File: src/rtl/control_f_mc.sv
// control_f_mc: multi-channel filter-load controller.
// Accepts FILTER_N coefficients per channel for NUM_CH channels over a
// valid/ready handshake and drives the address, the one-hot channel write
// enable and the per-channel / global completion flags.
// Optional feature: define CONTROL_F_RELOAD_EN to let reload_f in DONE
// restart the whole load sequence.
module control_f_mc #(
  parameter int FILTER_N    = 8,
  parameter int LG_FILTER_N = 3,
  parameter int NUM_CH      = 4,
  parameter int LG_NUM_CH   = 2
) (
  input  logic                   clk,
  input  logic                   reset,
  input  logic                   s_valid_f,
  output logic                   s_ready_f,
  input  logic                   mem_wr_state,
  input  logic                   reload_f,
  output logic [LG_FILTER_N-1:0] addr_f,
  output logic [LG_NUM_CH-1:0]   ch_f,
  output logic [NUM_CH-1:0]      wr_en_f,
  output logic [NUM_CH-1:0]      ch_done_f,
  output logic                   done_f
);

  typedef enum logic [1:0] {IDLE, LOAD, DONE} state_t;

  localparam logic [LG_FILTER_N-1:0] ADDR_LAST = LG_FILTER_N'(FILTER_N - 1);
  localparam logic [LG_NUM_CH-1:0]   CH_LAST   = LG_NUM_CH'(NUM_CH - 1);
  localparam logic [NUM_CH-1:0]      CH_ONE    = NUM_CH'(1);

  state_t state, state_nxt;
  logic   accept;
  logic   last_addr;
  logic   last_ch;
  logic   reload_go;

`ifdef CONTROL_F_RELOAD_EN
  assign reload_go = (state == DONE) & reload_f;
`else
  logic unused_reload;
  assign unused_reload = reload_f;
  assign reload_go     = 1'b0;
`endif

  // Handshake, write enable and next-state decode.
  // Ready is masked by reset so nothing is accepted in a reset cycle.
  always_comb begin
    state_nxt = state;
    s_ready_f = (state == LOAD) & mem_wr_state & ~reset;
    accept    = s_valid_f & s_ready_f;
    last_addr = (addr_f == ADDR_LAST);
    last_ch   = (ch_f == CH_LAST);
    wr_en_f   = accept ? (CH_ONE << ch_f) : '0;
    case (state)
      IDLE:    if (mem_wr_state) state_nxt = LOAD;
      LOAD:    if (accept && last_addr && last_ch) state_nxt = DONE;
      DONE:    if (reload_go) state_nxt = IDLE;
      default: state_nxt = IDLE;
    endcase
  end

  // State register.
  always_ff @(posedge clk) begin
    if (reset) state <= IDLE;
    else       state <= state_nxt;
  end

  // Address / channel counters and completion flags, advanced on accept.
  always_ff @(posedge clk) begin
    if (reset || reload_go) begin
      addr_f    <= '0;
      ch_f      <= '0;
      ch_done_f <= '0;
      done_f    <= 1'b0;
    end else if (accept) begin
      if (last_addr) begin
        addr_f          <= '0;
        ch_done_f[ch_f] <= 1'b1;
        if (last_ch) begin
          ch_f   <= '0;
          done_f <= 1'b1;
        end else begin
          ch_f <= ch_f + 1'b1;
        end
      end else begin
        addr_f <= addr_f + 1'b1;
      end
    end
  end

endmodule

File: config.mk
export PLATFORM = sky130hd
export DESIGN_NAME = control_f_mc
export DESIGN_NICKNAME = d
export VERILOG_FILES = /design/src/rtl/control_f_mc.sv
export SDC_FILE = /design/constraint.sdc
export NUM_CORES = 1
export LEC_CHECK = 0
export ABC_AREA = 1
export CAP_MARGIN = 25
export CORE_UTILIZATION = 35
export CTS_BUF_LIST = sky130_fd_sc_hd__clkbuf_4 sky130_fd_sc_hd__clkbuf_8
export CTS_CLUSTER_DIAMETER = 200
export DETAILED_ROUTE_END_ITERATION = 8
export GPL_TIMING_DRIVEN = 0
export MAX_ROUTING_LAYER = met4
export PLACE_DENSITY_LB_ADDON = 0.05
export SLEW_MARGIN = 20
export SYNTH_ARGS = -nofsm -noshare
export SYNTH_HDL_FRONTEND = slang
export SYNTH_SLANG_ARGS = --single-unit
File: constraint.sdc
create_clock -name clk -period 2.2 [get_ports clk]
set_input_delay 0.33 -clock clk [delete_from_list [all_inputs] [get_ports clk]]
set_output_delay 0.33 -clock clk [all_outputs]
set_load 0.03 [all_outputs]
Yosys cells after proc, flatten, opt, wreduce, memory -nomap -nowiden --
Index checks and enable logic that the tools add are counted.
Word-level totals: bits in registers 12, input port bits 5, output and inout bits 15, word-level logic and storage cells 37
Cells by class: add/sub/neg operators 2, order comparisons 2, equal/unequal tests 6, shifts and indexed selects 1, multiplexer cells 8, bitwise operators 6, reductions and logical operators 7
Operators by type and width (count):
- two-way mux 2 bit | 3
- one-hot mux 2 bit (3 select lines) | 1
- AND reduction 3 bit | 2
- == test 2 bit, second input constant | 2
- two-way mux 4 bit | 1
- bitwise OR 4 bit | 1
- left shift 1 x 2 -> 4 bit, first input constant | 1
- adder 3 x 1 -> 3 bit, second input constant | 1
- AND 1 bit | 3
- == test 3 bit, second input constant | 1
- logical AND 1 bit | 3
- < comparator 2 x 3 -> 1 bit, second input constant | 1
- two-way mux 3 bit | 1
- adder 2 x 1 -> 2 bit, second input constant | 1
- demux 1 bit (select 2 bit) | 1
- == test 2 x 1 -> 1 bit, second input constant | 1
- greater-or-equal comparator 2 x 1 -> 1 bit, second input constant | 1
- zero test 2 bit | 1
- != test 2 x 1 -> 1 bit, second input constant | 1
- != test 2 bit, second input constant | 1
- NOT 1 bit | 2
- AND reduction 2 bit | 1
- two-way mux 1 bit | 1

Longest topological paths before layout --
Gate-level depths: netlist of run 1.
word-level depth 8, mapped depth 7

Least setup slack after synthesis of run 1 --
Ideal clock, no wire load.
path kind register -> output, start point reg ch_f[1], end point out wr_en_f[3], arrival 1303 ps, path slack 567 ps, stages on the path, launching flop included 4, cell sequence dfxtp_1 ha_1 inv_1 nor2_1
On the way: cells in the longest elaborated chain, start to end 2
Ends and longest elaborated chain:
- from (decl) | RTL line 20 | output logic [LG_NUM_CH-1:0] ch_f,
- from (signal assigned) | RTL line 84 | ch_f <= ch_f + 1'b1;
- left shift 1 x 2 -> 4 bit | RTL line 54 | wr_en_f = accept ? (CH_ONE << ch_f) : '0;
- two-way mux 4 bit | RTL line 54
- to (decl) | RTL line 21 | output logic [NUM_CH-1:0] wr_en_f,
Every way passes these cells.

Worst setup path after layout of run 1 --
start point in mem_wr_state, end point out wr_en_f[3]
On the way: cells in the longest elaborated chain, start to end 4
Ends and longest elaborated chain:
- from (decl) | RTL line 17 | input logic mem_wr_state,
- AND 1 bit (2 in series) | RTL line 50 | s_ready_f = (state == LOAD) & mem_wr_state & ~reset;
- AND 1 bit | RTL line 51 | accept = s_valid_f & s_ready_f;
- two-way mux 4 bit | RTL line 54
Every way passes these cells.

==> results.sh, run 1 <==
export IMPL_critPathCaptureType="output pin"
export IMPL_setup_violations_final=0
export IMPL_worstSetupPathType="in -> out"
export IMPL_htree_levels=1
export IMPL_start_kind="primary input"
export IMPL_dp_hpwl_um=961
export IMPL_cts_buffers=3
export IMPL_via_per_inst=4.39
export IMPL_diodes=0
export IMPL_netlist_area_leader_share=0.365
export IMPL_grt_pass1_vias=500
export IMPL_insertion_delay_ns=0.28
export IMPL_mostFrequentLayoutCells="15 x inv_1, 12 x dfxtp_1, 12 x clkdlybuf4s50_1"
export IMPL_grt_first_pass_wirelength_um=2190
export IMPL_ys_seq_area_frac=0.365
export IMPL_worstMarginPinSlew_ns=0.314
export IMPL_cp_max_fo=8
export IMPL_power_density_nw_per_um2=497
export IMPL_clock_root_buffer="clkbuf_4"
export IMPL_max_stage_delay_ns=0.49
export IMPL_wirelength_um=1280
export IMPL_clock_path_buffers=2
export IMPL_avgRoutedWirePerCell_um=9.99
export IMPL_layout_commonest_cell="inv_1"
export IMPL_ys_warn_count=0
export IMPL_peakVddDrop_uv=446
export IMPL_place_congestion=0.800
export IMPL_setup_ws_ns=0.228
export IMPL_post_place_ws_ns=-0.0690
export IMPL_vias=562
export IMPL_cp_top_family="buffers and inverters"
export IMPL_cts_clk_slew_worst_paths_ns=0.08
export IMPL_synth_area_leader_cell="dfxtp_1"
export IMPL_grt_max_degree=11
export IMPL_synth_cells=82
export IMPL_coreArea_um2=1750
export IMPL_die_h_um=45.4
export IMPL_postRouteAntennaNets=0
export IMPL_cp_cell_sequence="clkdlybuf4s50_1 > inv_1 > nor2_2 > nand3_4 > nor2_1 > dlygate4sd2_1"
export IMPL_leakagePower_nw=0.399
export IMPL_placed_area_um2=860
export IMPL_clock_sinks=12
export IMPL_grt_ovfl_total=0
export IMPL_max_freq_mhz=507
export IMPL_cts_hold_buffers=0
export IMPL_grt_total_usage=0.164
export IMPL_postCtsSetupBuffers=0
export IMPL_num_io_pins=20
export IMPL_dr_pass1_iters=3
export IMPL_rows=15
export IMPL_crit_arrival_ns=1.64
export IMPL_finalInstanceArea_um2=893
export IMPL_netlist_top_cells_area="dfxtp_1 37%, ha_1 11%, inv_1 8.6%, nor2_1 5.1%, nand4_1 4.8%"
export IMPL_syn_area_per_cell_um2=8.03
export IMPL_die_area_um2=2060
export IMPL_outcome="finished, final reports clean"
export IMPL_nFillCells=185
export IMPL_synth_area_um2=658
export IMPL_fin_util=0.512
export IMPL_finalNetCount=115
export IMPL_holdWs_ns=0.442
export IMPL_finalHoldViolCount=0
export IMPL_period_minus_slack_ns=1.97
export IMPL_seqCellArea_um2=240
export IMPL_max_cap_violations=0
export IMPL_start_util=0.377
export IMPL_finalNonFillerCells=128
export IMPL_multiInputGateArea_um2=332
export IMPL_cts_tree="built"
export IMPL_fin_crit_sh=0.896
export IMPL_drive_above_1_share=0.204
export IMPL_relSlewSlack=0.790
export IMPL_io_buffers=17
export IMPL_setup_tns_ns=0
export IMPL_final_max_slew_viol_count=0
export IMPL_total_power_mw=0.444
export IMPL_finalClockSkew_ns=0.00111
export IMPL_dp_cells=124
export IMPL_hp_class="in -> reg"
export IMPL_antenna_found_initial=0
export IMPL_first_iter_violations=5
export IMPL_cp_required_ns=1.87
export IMPL_regToRegSetupSlack_ns=0.90
export IMPL_ys_ff_latch=12
export IMPL_die_x_um=45.4
export IMPL_cp_slowest_cell="clkdlybuf4s50_1"
export IMPL_syn_to_final_growth_pct=35.7
export IMPL_drcViolationCount=0
export IMPL_rsz0062_at_grt="false"
export IMPL_cp_num_buf_inv=3
export IMPL_syn_nets=93
export IMPL_synthDistinctLibCells=17
[repair_timing]
item,in CTS,in global routing
pin swaps,0,0
setup endpoints to repair,4,1
resized for setup,4,1
[cell type report]
class,count,area share
Multi-Input combinational cell,48,0.371
Inverter,19,0.0798
Buffer,3,0.0168
Timing Repair Buffer,17,0.188
Sequential cell,12,0.269
Tap cell,25,0.0350
Clock buffer,4,0.0406
[routing by layer]
metal,share of wire,track usage
met5,0,-
met4,0.026,0.109
met3,0.025,0.0360
met2,0.45,0.232
met1,0.50,0.206
[worst reg2reg max path, delay by kind of cell (launching register included)]
family | cells | cell delay (ns)
DFF | 1 | 0.34
AOI/OAI and AO/OA | 1 | 0.15
and+or+nand+nor | 2 | 0.18
buffers and inverters | 1 | 0.18
adders and majority gates | 2 | 0.38
[power breakdown]
part	internal (mW)	switching [mW]
clock network	0.101	0.0807
registers	0.219	0.00173
logic	0.0144	0.0275
[cell families (layout without fill, tap and decap cells)]
kind of cell    Yosys count  after routing  share of synthesized area
simple gates             32             32                      0.297
compound gates           10             10                     0.0932
fa+ha+maj                 6              6                      0.114
flops                    12             12                      0.365
buf+inv                  22             43                      0.131
[sequential cells by signal, indices dropped and copies added (netlist names)]
name / cells
ch_done_f: 4
ch_f: 2
done_f: 1
addr_f: 3
state: 2
[worst paths after layout]
check | startpoint | cells after the start | endpoint
worst max-delay path | mem_wr_state | 6 | wr_en_f[3]
worst min-delay path | s_valid_f | 3 | addr_f[1]
worst max register to register | addr_f[0] | 6 | addr_f[0]
worst min register to register | ch_done_f[1] | 2 | ch_done_f[1]
[Yosys cell counts]
| cell type | instances |
|---|---|
| buf_2 | 3 |
| o21ai_0 | 1 |
| nor2_8 | 1 |
| nand2_2 | 2 |
| nand3_1 | 4 |
| dfxtp_1 | 12 |
| ha_1 | 6 |
| nor2_2 | 2 |
| nand2_1 | 7 |
| nand3_4 | 1 |
| inv_2 | 4 |
| a21oi_1 | 6 |
| nor2_1 | 9 |
| nand4_1 | 5 |
| nand4_4 | 1 |
| inv_1 | 15 |
| a21oi_2 | 3 |
No activity file was read; power rests on OpenSTA's default activity.
==> run 2: changes to the inputs <==
--- a/config.mk
+++ b/config.mk
@@ -7,10 +7,12 @@
 export LEC_CHECK = 0
 export ABC_AREA = 1
 export CAP_MARGIN = 25
-export CORE_UTILIZATION = 35
+export CORE_AREA = 2 2 39 41
 export CTS_BUF_LIST = sky130_fd_sc_hd__clkbuf_4 sky130_fd_sc_hd__clkbuf_8
 export CTS_CLUSTER_DIAMETER = 200
 export DETAILED_ROUTE_END_ITERATION = 8
+export DIE_AREA = 0 0 41 43
+export GPL_ROUTABILITY_DRIVEN = 0
 export GPL_TIMING_DRIVEN = 0
 export MAX_ROUTING_LAYER = met4
 export PLACE_DENSITY_LB_ADDON = 0.05
==> results.sh, run 2 (same netlist as run 1, synthesis figures left out) <==
export IMPL_relSlewSlack=0.791
export IMPL_grt_util_met3=0.0314
export IMPL_rr_worst_depth=6
export IMPL_met2_usage=0.272
export IMPL_worstSetupEndpoint="wr_en_f[3]"
export IMPL_finalHoldViolCount=0
export IMPL_io_buffers=17
export IMPL_drive_above_1_share=0.204
export IMPL_dp_cells=115
export IMPL_first_iter_violations=1
export IMPL_mostFrequentLayoutCells="15 x inv_1, 12 x dfxtp_1, 12 x clkdlybuf4s50_1"
export IMPL_multiInputGateArea_um2=332
export IMPL_die_h_um=43
export IMPL_cts_tree="built"
export IMPL_via_per_inst=4.79
export IMPL_top_usage_layer="met2"
export IMPL_max_cap_violations=0
export IMPL_reg2reg_to="addr_f[0]"
export IMPL_syn_to_final_growth_pct=34.0
export IMPL_cts_buffers=3
export IMPL_fin_crit_sh=0.892
export IMPL_nFillCells=126
export IMPL_hp_start="s_valid_f"
export IMPL_grt_first_pass_wirelength_um=1980
export IMPL_clock_root_buffer="clkbuf_4"
export IMPL_drcViolationCount=0
export IMPL_postCtsSetupBuffers=0
export IMPL_die_area_um2=1760
export IMPL_diodes=0
export IMPL_finalNonFillerCells=119
export IMPL_cp_required_ns=1.87
export IMPL_cts_hold_buffers=0
export IMPL_avgRoutedWirePerCell_um=10.4
export IMPL_crit_arrival_ns=1.63
export IMPL_finalNetCount=115
export IMPL_seqCellArea_um2=240
export IMPL_setup_ws_ns=0.238
export IMPL_placed_area_um2=848
export IMPL_regMostFlops="ch_done_f"
export IMPL_outcome="finished, final reports clean"
export IMPL_start_kind="primary input"
export IMPL_hold_path_depth=3
export IMPL_regToRegSetupSlack_ns=0.90
export IMPL_postRouteAntennaNets=0
export IMPL_total_power_mw=0.440
export IMPL_start_util=0.476
export IMPL_rsz0062_at_grt="false"
export IMPL_vias=570
export IMPL_worstMarginPinSlew_ns=0.312
export IMPL_rows=14
export IMPL_finalInstanceArea_um2=882
export IMPL_critPathCaptureType="output pin"
export IMPL_dr_pass1_iters=2
export IMPL_leakagePower_nw=0.399
export IMPL_grt_pass1_vias=467
export IMPL_period_minus_slack_ns=1.96
export IMPL_wirelength_um=1240
export IMPL_grt_ovfl_total=0
export IMPL_grt_max_degree=11
export IMPL_coreArea_um2=1380
export IMPL_hp_class="in -> reg"
export IMPL_post_place_ws_ns=-0.0592
export IMPL_max_freq_mhz=510
export IMPL_insertion_delay_ns=0.27
export IMPL_clock_sinks=12
export IMPL_dp_hpwl_um=959
export IMPL_num_io_pins=20
export IMPL_largest_reg_flops=4
export IMPL_cp_startpoint="mem_wr_state"
export IMPL_grt_total_usage=0.170
export IMPL_reg2reg_from="addr_f[0]"
export IMPL_layout_commonest_cell="inv_1"
export IMPL_final_max_slew_viol_count=0
export IMPL_met1_usage=0.195
export IMPL_peakVddDrop_uv=300
export IMPL_worstSetupPathType="in -> out"
export IMPL_holdWs_ns=0.440
export IMPL_antenna_found_initial=0
export IMPL_die_x_um=41
export IMPL_setup_violations_final=0
export IMPL_reg_top3="ch_done_f x4, addr_f x3"
export IMPL_htree_levels=1
export IMPL_power_density_nw_per_um2=499
export IMPL_cp_max_fo=8
export IMPL_cts_clk_slew_worst_paths_ns=0.08
export IMPL_clock_path_buffers=2
export IMPL_finalClockSkew_ns=0.00339
==> run 2: cell counts in the layout (fill, tap and decap cells not counted) <==
Identical to the previous run, type by type.
==> run 2: per-stage QoR <==
| stage | setup TNS (ns) | utilization |
|---|---|---|
| 3_3_place_gp | -0.170 | 0.613 |
| 3_5_place_dp | -0.211 | 0.613 |
| 4_1_cts | 0 | 0.636 |
| 2_1_floorplan | 0 | - |
| 5_1_grt | 0 | 0.637 |
| 6_report | 0 | 0.637 |
==> run 2: worst min path at each step <==
stage	slack (ns)	to
5_1_grt	0.46	ch_done_f[1]
3_3_place_gp	0.44	ch_done_f[0]
3_5_place_dp	0.44	ch_done_f[0]
6_report	0.44	ch_done_f[1]
4_1_cts	0.45	ch_done_f[1]
2_1_floorplan	0.47	state[1]
==> run 2: layout make-up <==
cell class	count	area share
well taps	16	0.0227
multi-input cells	48	0.376
plain buffers	3	0.0170
clock buffers	4	0.0411
repair buffers	17	0.190
inverters	19	0.0809
flip-flops and latches	12	0.272
==> run 2: worst max-delay path, stage by stage <==
cell and delay [ns]:
clkdlybuf4s50_1 0.49, inv_1 0.05, nor2_2 0.12, nand3_4 0.13
nor2_1 0.11, dlygate4sd2_1 0.40
==> run 2: what timing repair did <==
item                                    4_1_cts  5_1_grt
endpoints found under the setup margin        4        1
gates cloned                                  0        0
resized for setup                             4        1
==> run 2: report_power, final <==
group	internal [mW]	leakage (nW)	switching, mW
Combinational	0.0144	0.281	0.0276
Sequential	0.219	0.0970	0.00170
Clock	0.101	0.0210	0.0764
==> run 2: per-layer routing <==
layer,up-vias,routed length [um]
met5,-,0
met4,0,9
met3,2,58
met2,12,629
met1,261,541
li1,295,-
==> run 3: changes to the inputs <==
--- a/config.mk
+++ b/config.mk
@@ -13,7 +13,6 @@
 export DETAILED_ROUTE_END_ITERATION = 8
 export DIE_AREA = 0 0 41 43
 export GPL_ROUTABILITY_DRIVEN = 0
-export GPL_TIMING_DRIVEN = 0
 export MAX_ROUTING_LAYER = met4
 export PLACE_DENSITY_LB_ADDON = 0.05
 export SLEW_MARGIN = 20
==> results.sh, run 3 (same netlist as run 1, synthesis figures left out) <==
export IMPL_finalNetCount=115
export IMPL_period_minus_slack_ns=1.74
export IMPL_rsz0062_at_grt="false"
export IMPL_cp_max_fo=8
export IMPL_htree_levels=1
export IMPL_die_area_um2=1760
export IMPL_grt_total_usage=0.185
export IMPL_total_power_mw=0.445
export IMPL_finalNonFillerCells=119
export IMPL_swShare=0.243
export IMPL_max_cap_violations=0
export IMPL_die_h_um=43
export IMPL_pwr_share_comb=0.102
export IMPL_finalInstanceArea_um2=882
export IMPL_syn_to_final_growth_pct=34.0
export IMPL_nFillCells=130
export IMPL_cts_clk_slew_worst_paths_ns=0.07
export IMPL_antenna_found_initial=0
export IMPL_start_util=0.476
export IMPL_regMostFlops="ch_done_f"
export IMPL_placed_area_um2=846
export IMPL_fin_crit_sh=0.793
export IMPL_p_switching_mw=0.108
export IMPL_cp_required_ns=1.87
export IMPL_die_x_um=41
export IMPL_relSlewSlack=0.759
export IMPL_p_int_mw=0.337
export IMPL_mostFrequentLayoutCells="15 x inv_1, 13 x clkdlybuf4s50_1, 12 x dfxtp_1"
export IMPL_finalClockSkew_ns=0.00763
export IMPL_setup_tns_ns=0
export IMPL_drcViolationCount=0
export IMPL_avgRoutedWirePerCell_um=10.6
export IMPL_hold_path_depth=2
export IMPL_cts_hold_buffers=0
export IMPL_post_place_ws_ns=0.436
export IMPL_postRouteAntennaNets=0
export IMPL_cts_buffers=3
export IMPL_wirelength_um=1260
export IMPL_clock_root_buffer="clkbuf_4"
export IMPL_dp_cells=115
export IMPL_fin_util=0.637
export IMPL_postCtsSetupBuffers=0
export IMPL_outcome="finished, final reports clean"
export IMPL_largest_reg_flops=4
export IMPL_worstSetupPathType="in -> out"
export IMPL_critPathCaptureType="output pin"
export IMPL_coreArea_um2=1380
export IMPL_clock_power_share=0.401
export IMPL_rr_worst_depth=5
export IMPL_leakagePower_nw=0.373
export IMPL_vias=568
export IMPL_drive_above_1_share=0.243
export IMPL_worstMarginPinSlew_ns=0.361
export IMPL_p_seq_frac=0.497
export IMPL_hp_class="reg -> reg"
export IMPL_rows=14
export IMPL_layout_commonest_cell="inv_1"
export IMPL_grt_pass1_vias=512
export IMPL_setup_violations_final=0
export IMPL_clock_sinks=12
export IMPL_start_kind="primary input"
export IMPL_max_freq_mhz=573
export IMPL_dr_pass1_iters=4
export IMPL_final_max_slew_viol_count=0
export IMPL_num_io_pins=20
export IMPL_dp_hpwl_um=953
export IMPL_grt_ovfl_total=0
export IMPL_reg_top3="ch_done_f x4, addr_f x3"
export IMPL_crit_arrival_ns=1.41
export IMPL_cts_resized=0
export IMPL_finalHoldViolCount=0
export IMPL_grt_max_degree=11
export IMPL_clock_path_buffers=2
export IMPL_peakVddDrop_uv=317
export IMPL_insertion_delay_ns=0.28
export IMPL_grt_first_pass_wirelength_um=2140
export IMPL_holdWs_ns=0.451
export IMPL_setup_ws_ns=0.456
export IMPL_via_per_inst=4.77
export IMPL_cts_tree="built"
export IMPL_diodes=0
export IMPL_io_buffers=18
export IMPL_first_iter_violations=3
export IMPL_power_density_nw_per_um2=504
run 3: cell count changes in the layout (fill, tap and decap cells not counted), sizes merged:
cell	delta
buf	+4
dlymetal6s2s	-1
dlygate4sd2	-4
clkdlybuf4s50	+1
run 3: final timing paths:
path / slack (ns) / to / start
setup / recovery: 0.46 / wr_en_f[3] / mem_wr_state
hold / removal: 0.45 / ch_done_f[2] / ch_done_f[2]
setup reg to reg: 0.86 / state[0] / addr_f[0]
hold reg to reg: 0.45 / ch_done_f[2] / ch_done_f[2]
run 3: final cells by class:
type                       count  area, um2  area share
clock buffer                   4       36.3      0.0411
inverter                      19       71.3      0.0809
multi-input combinational     48        332       0.376
tap                           16       20.0      0.0227
sequential                    12        240       0.272
timing repair buffer          20        183       0.207
run 3: power by group through the flow:
| stage | sequential [mW] | combinational [mW] | clock [mW] |
|---|---|---|---|
| 6_report | 0.221 | 0.0452 | 0.179 |
| 3_5_place_dp | 0.226 | 0.0455 | 0 |
| 3_3_place_gp | 0.226 | 0.0448 | 0 |
| 4_1_cts | 0.221 | 0.0456 | 0.185 |
| 5_1_grt | 0.222 | 0.0495 | 0.193 |
| 2_1_floorplan | 0.227 | 0.0289 | 0 |
run 3: critical path, stage by stage:
cell             delay [ns]
clkdlybuf4s50_1        0.49
inv_1                  0.05
nor2_2                 0.12
nand3_4                0.13
nor2_1                 0.12
buf_4                  0.17
run 3: layer usage:
layer | vias to the layer above | global-route usage | part of all wire
met5 | - | - | 0
met1 | 252 | 0.214 | 0.43
li1 | 302 | - | -
met4 | 0 | 0.100 | 0.0071
met2 | 12 | 0.291 | 0.52
met3 | 2 | 0.0314 | 0.043
